## src/rtl/pixel_sequencer.sv

```systemverilog
// Frame sequencer for the pixel array: erase, exposure, ramp conversion, row readout.
// Outputs are registered from the next-state values, so they change on the same edge as the state.
`timescale 1ns/1ps
module pixel_sequencer #(
    parameter int ROWS           = 4,
    parameter int RAMP_BITS      = 8,
    parameter int EXP_BITS       = 8,
    parameter int ERASE_CYCLES   = 5,
    parameter int READ_CYCLES    = 2,
    parameter int EXPOSE_CLK_DIV = 2,
    localparam int RIW = (ROWS > 1) ? $clog2(ROWS) : 1
) (
    input  logic                 clk,
    input  logic                 reset,
    input  logic                 start,
    input  logic                 continuous,
    input  logic [EXP_BITS-1:0]  expose_time,
    output logic                 p_erase,
    output logic                 p_expose,
    output logic                 p_expose_clk,
    output logic [RAMP_BITS-1:0] p_dRamp,
    output logic [ROWS-1:0]      p_row_select,
    output logic                 row_valid,
    output logic [RIW-1:0]       row_index,
    output logic                 busy,
    output logic                 frame_done
);
    localparam int EW   = $clog2(ERASE_CYCLES + 1);
    localparam int RW   = $clog2(READ_CYCLES + 1);
    localparam int DW   = $clog2(EXPOSE_CLK_DIV + 1);
    localparam int CW_A = (RAMP_BITS > EXP_BITS) ? RAMP_BITS : EXP_BITS;
    localparam int CW_B = (EW > RW) ? EW : RW;
    localparam int CW   = (CW_A > CW_B) ? CW_A : CW_B;

    localparam logic [CW-1:0]  ERASE_LAST = CW'(ERASE_CYCLES - 1);
    localparam logic [CW-1:0]  READ_LAST  = CW'(READ_CYCLES - 1);
    localparam logic [CW-1:0]  RAMP_LAST  = CW'((1 << RAMP_BITS) - 1);
    localparam logic [RIW-1:0] ROW_LAST   = RIW'(ROWS - 1);
    localparam logic [DW-1:0]  DIV_LAST   = DW'(EXPOSE_CLK_DIV - 1);

    typedef enum logic [2:0] {
        S_IDLE, S_ERASE, S_EXPOSE, S_CONVERT, S_READOUT, S_DONE
    } state_t;

    state_t               r_state, w_nstate;
    logic [CW-1:0]        r_cnt, w_ncnt, w_cnt_inc, w_exp_last;
    logic [RIW-1:0]       r_row, w_nrow;
    logic [EXP_BITS-1:0]  r_exp, w_nexp, w_latch_e;
    logic [DW-1:0]        r_div, w_ndiv;

    logic                 w_erase, w_expose, w_expclk, w_rowvalid, w_busy, w_done;
    logic [RAMP_BITS-1:0] w_ramp;
    logic [ROWS-1:0]      w_rowsel;
    logic [RIW-1:0]       w_rowidx;

    assign w_latch_e  = (expose_time == '0) ? EXP_BITS'(1) : expose_time;
    assign w_cnt_inc  = r_cnt + CW'(1);
    assign w_exp_last = CW'(r_exp) - CW'(1);

    always_ff @(posedge clk) begin
        if (!reset) begin
            r_state      <= S_IDLE;
            r_cnt        <= '0;
            r_row        <= '0;
            r_exp        <= '0;
            r_div        <= '0;
            p_erase      <= 1'b0;
            p_expose     <= 1'b0;
            p_expose_clk <= 1'b0;
            p_dRamp      <= '0;
            p_row_select <= '0;
            row_valid    <= 1'b0;
            row_index    <= '0;
            busy         <= 1'b0;
            frame_done   <= 1'b0;
        end else begin
            r_state      <= w_nstate;
            r_cnt        <= w_ncnt;
            r_row        <= w_nrow;
            r_exp        <= w_nexp;
            r_div        <= w_ndiv;
            p_erase      <= w_erase;
            p_expose     <= w_expose;
            p_expose_clk <= w_expclk;
            p_dRamp      <= w_ramp;
            p_row_select <= w_rowsel;
            row_valid    <= w_rowvalid;
            row_index    <= w_rowidx;
            busy         <= w_busy;
            frame_done   <= w_done;
        end
    end

    always_comb begin
        w_nstate = r_state;
        w_ncnt   = w_cnt_inc;
        w_nrow   = r_row;
        w_nexp   = r_exp;
        w_ndiv   = (r_div == DIV_LAST) ? '0 : r_div + DW'(1);
        case (r_state)
            S_IDLE: begin
                w_ncnt = '0;
                w_nrow = '0;
                w_ndiv = '0;
                if (start || continuous) begin
                    w_nstate = S_ERASE;
                    w_nexp   = w_latch_e;
                end
            end
            S_ERASE: begin
                // Divider restarts so the pulse train fires on exposure cycle 0.
                w_ndiv = '0;
                if (r_cnt == ERASE_LAST) begin
                    w_nstate = S_EXPOSE;
                    w_ncnt   = '0;
                end
            end
            S_EXPOSE: begin
                if (r_cnt == w_exp_last) begin
                    w_nstate = S_CONVERT;
                    w_ncnt   = '0;
                end
            end
            S_CONVERT: begin
                w_nrow = '0;
                if (r_cnt == RAMP_LAST) begin
                    w_nstate = S_READOUT;
                    w_ncnt   = '0;
                end
            end
            S_READOUT: begin
                if (r_cnt == READ_LAST) begin
                    w_ncnt = '0;
                    if (r_row == ROW_LAST) w_nstate = S_DONE;
                    else                   w_nrow   = r_row + RIW'(1);
                end
            end
            S_DONE: begin
                w_ncnt = '0;
                w_nrow = '0;
                if (continuous) begin
                    w_nstate = S_ERASE;
                    w_nexp   = w_latch_e;
                end else begin
                    w_nstate = S_IDLE;
                end
            end
            default: w_nstate = S_IDLE;
        endcase
    end

    always_comb begin
        w_erase    = (w_nstate == S_ERASE);
        w_expose   = (w_nstate == S_EXPOSE);
        w_expclk   = (w_nstate == S_EXPOSE) && (w_ndiv == '0);
        w_ramp     = (w_nstate == S_CONVERT) ? w_ncnt[RAMP_BITS-1:0] : '0;
        w_busy     = (w_nstate != S_IDLE);
        w_done     = (w_nstate == S_DONE);
        w_rowsel   = '0;
        w_rowvalid = 1'b0;
        w_rowidx   = '0;
        if (w_nstate == S_READOUT) begin
            w_rowsel   = ROWS'(1) << w_nrow;
            w_rowvalid = (w_ncnt == READ_LAST);
            w_rowidx   = w_nrow;
        end
    end
endmodule

```

## config.mk

```make
export PLATFORM = sky130hd
export DESIGN_NAME = pixel_sequencer
export DESIGN_NICKNAME = d
export VERILOG_FILES = /design/src/rtl/pixel_sequencer.sv
export SDC_FILE = /design/constraint.sdc
export NUM_CORES = 1
export LEC_CHECK = 0
export BUFFER_PORTS_ARGS = -buffer_cell sky130_fd_sc_hd__buf_4
export CELL_PAD_IN_SITES_DETAIL_PLACEMENT = 0
export CELL_PAD_IN_SITES_GLOBAL_PLACEMENT = 1
export CORE_UTILIZATION = 38
export DETAILED_ROUTE_END_ITERATION = 10
export PLACE_DENSITY_LB_ADDON = 0.2
export SKIP_CTS_REPAIR_TIMING = 1
export SLEW_MARGIN = 20
export SYNTH_ARGS = -nofsm -noshare
export SYNTH_HDL_FRONTEND = slang
export SYNTH_SLANG_ARGS = --single-unit
```

## constraint.sdc

```tcl
create_clock -name clk -period 2.3 [get_ports clk]
set_input_delay 0.23 -clock clk [delete_from_list [all_inputs] [get_ports clk]]
set_output_delay 0.23 -clock clk [all_outputs]
set_load 0.02 [all_outputs]
```

==> qor.yml <==
power_and_ir_drop:
  netSwitchingPower_mw: 0.376
  total_power_mw: 1.44
  vdd_ir_drop_max_v: 0.000341
  pwr_density_cell_nw_per_um2: 604
  static-leakage-power_nw: 0.980
  power.internal_mw: 1.07
  power_frac_clock_pct: 32.4
  switching_share_pct: 26.1
  seqPwrFrac_pct: 53.3
  pwr-share-comb_pct: 14.4
clock_tree:
  cts-buffers-inserted: 5
  cts-root-to-sink-buffers: 2
  clock_latency_ns: 0.30
  clock_tree_root: "sky130_fd_sc_hd__clkbuf_8"
  clock_tree.htree_level_count: 2
  number_of_sinks_driven_by_the_clock_tree: 42
  tritoncts: "built"
  clk_transition_reported_paths_ns: 0.07
floorplan:
  floorplan.initialDensity_pct: 40.4
  die_span_in_x_um: 73.8
  fp.coreArea_sq_um: 4850
  placement_rows: 25
  chip_height_um: 73.8
  die_area_sq_um: 5440
  top_level_ports: 32
status:
  status: "finished clean"
synth:
  synth_top_cell_area_share_pct: 42.9
  syn_inst: 210
  ys_seq_elements: 42
  synth-edff-count: 0
  number_of_unique_standard_cell_types_used_by_synthesis: 51
  synth_area_per_cell_sq_um: 9.32
  post_synth_main_area_contributors: "sky130_fd_sc_hd__dfxtp_1, sky130_fd_sc_hd__nor2_1, sky130_fd_sc_hd__mux2i_1"
  synth.largest_area_cell: "sky130_fd_sc_hd__dfxtp_1"
  synth_sequential_area_ratio_pct: 42.9
  async_reset_ff_share_pct: 0
  postSynthNetCount: 226
  ys.warnings.count: 0
  syn_area_sq_um: 1960
  ys_dominant_reg_cell: "sky130_fd_sc_hd__dfxtp_1"
sta:
  layout_setup_ws_ns: 0.130
  fin_setup_tns_ns: 0
  final_period_minus_worst_setup_slack_ns: 2.17
  worst_hold_slack_ns: 0.193
  fin_crit_sh_pct: 94.3
  finalClockSkew_ns: 0.00641
  timing.slew.headroom_pct: 68.9
  clock.fmax_mhz: 461
  worst_pin_slew_ns: 0.463
  rsz0062_at_grt: "no"
  report.final.hold_viol_count: 0
  final-setup-viol-count: 0
  slew_violations: 0
global_route:
  first_global_vias: 1422
  grt_overall_usage_pct: 16.4
  antenna_found_initial: 0
  globalRoute.totalOverflow: 0
  grt_first_pass_wirelength_um: 6600
  pin_count_of_the_biggest_net_entering_global_routing: 20
setup_path:
  cp-start-kind: "register"
  rrSetupSlack_ns: 0.13
  cp_data_arrival_time_ns: 2.36
  cp_max_fo: 6
  setup.worst_path.end_class: "register"
  timing_worst_setup_path_type: "reg2reg"
  crit_required_ns: 2.49
placement:
  place.port_buffers: 31
  dpl.cell_count: 307
  post-place-ws_ns: -0.0230
  gp_congestion: 0.760
  placement.cell_area_sq_um: 2290
  dp.final_hpwl_um: 2970
drt:
  drtIter0Drc: 59
  firstDrtPassIters: 4
  routed_wire_length_per_instance_um: 12.8
  num_vias: 1526
  antenna_violating_nets_post_route: 0
  vias_per_cell: 4.84
  route.detailed.drc: 0
  routed_wl_um: 4040
cells_and_area:
  area_grow_syn2layout_pct: 22.0
  antenna-diode-count: 0
  finalCoreUtilization_pct: 49.3
  post-route-cell-area_sq_um: 2390
  commonest_non_fill_non_tap_cell_in_the_layout: "sky130_fd_sc_hd__dfxtp_1"
  layoutNonFillerInstCount: 315
  mostFrequentLayoutCells: "sky130_fd_sc_hd__dfxtp_1, sky130_fd_sc_hd__buf_4, sky130_fd_sc_hd__nor2_1"
  layout.nets: 263
  drive_above_1_share_pct: 25.4
hold_path:
  worst_hold_path_type: "in2reg"
flow_run:
  max_cap_viol_count: 0
## sequential cells by signal, summed over array words and instances (netlist names)
signal        flops
row_valid         1
frame_done        1
p_expose_clk      1
r_div             1
row_index         2
r_cnt             8
busy              1
r_state           3
p_erase           1
p_expose          1
p_row_select      4
r_exp             8
r_row             2
p_dRamp           8
## final timing paths
path / startpoint / end / cells after the start
worst max register to register: r_exp[0] / p_expose_clk / 6
worst min register to register: r_div[0] / r_div[0] / 2
worst min-delay path: expose_time[0] / r_exp[0] / 2
worst max-delay path: r_exp[0] / p_expose_clk / 6
## power by group through the flow
stage	Combinational [mW]	Sequential, mW	Clock [mW]
after floorplan	0.149	0.781	0
after global placement	0.201	0.785	0
after detailed placement	0.201	0.786	0
after CTS	0.202	0.769	0.493
after global routing	0.227	0.773	0.523
final	0.207	0.769	0.467
## cells by family (layout without fill, tap and decap cells)
logic type,count (synthesis),after routing,synth area share (%)
AOI/OAI and AO/OA,24,24,12.3
xor gates and xnor gates,15,15,6.71
adders and majority gates,4,4,2.56
buffers and inverters,22,60,5.37
DFF,42,42,42.9
muxes,7,7,3.58
and+or+nand+nor,96,96,26.6
## synthesized netlist by cell type (3+ instances only)
cell and number:
sky130_fd_sc_hd__nand4_1 3, sky130_fd_sc_hd__nand2b_1 3, sky130_fd_sc_hd__ha_1 4, sky130_fd_sc_hd__o31ai_1 3, sky130_fd_sc_hd__inv_1 11, sky130_fd_sc_hd__dfxtp_1 42, sky130_fd_sc_hd__mux2i_1 7, sky130_fd_sc_hd__nand2_1 10
sky130_fd_sc_hd__nor2b_1 11, sky130_fd_sc_hd__clkbuf_1 7, sky130_fd_sc_hd__and2_1 5, sky130_fd_sc_hd__xor2_1 8, sky130_fd_sc_hd__xnor2_1 7, sky130_fd_sc_hd__nand3_1 8, sky130_fd_sc_hd__nor3_1 7, sky130_fd_sc_hd__nor2_1 30
## layer usage
| layer | global-route usage (%) | wire length (um) | up-vias |
|---|---|---|---|
| met5 | 0 | 0 | - |
| met4 | 8.33 | 86 | 0 |
| met3 | 4.39 | 144 | 8 |
| met2 | 25.1 | 1760 | 29 |
| met1 | 21.3 | 2040 | 691 |
| li1 | - | - | 798 |
## cell type report
type | instances | area, sq um
Sequential cell | 42 | 841
Multi-Input combinational cell | 146 | 1030
Timing Repair Buffer | 41 | 308
Clock inverter | 2 | 13.8
Fill cell | 494 | 2460
Clock buffer | 6 | 72.6
Tap cell | 67 | 83.8
Inverter | 11 | 41.3
## critical path, cell delays in order, from the launching register on
cell,delay [ns]
sky130_fd_sc_hd__dfxtp_1,0.34
sky130_fd_sc_hd__or4_4,0.56
sky130_fd_sc_hd__and4bb_1,0.31
sky130_fd_sc_hd__a211oi_2,0.05
sky130_fd_sc_hd__a2111oi_4,0.46
sky130_fd_sc_hd__a21boi_2,0.17
sky130_fd_sc_hd__and3b_1,0.19
Note: power is estimated with default switching activity, not from simulation.
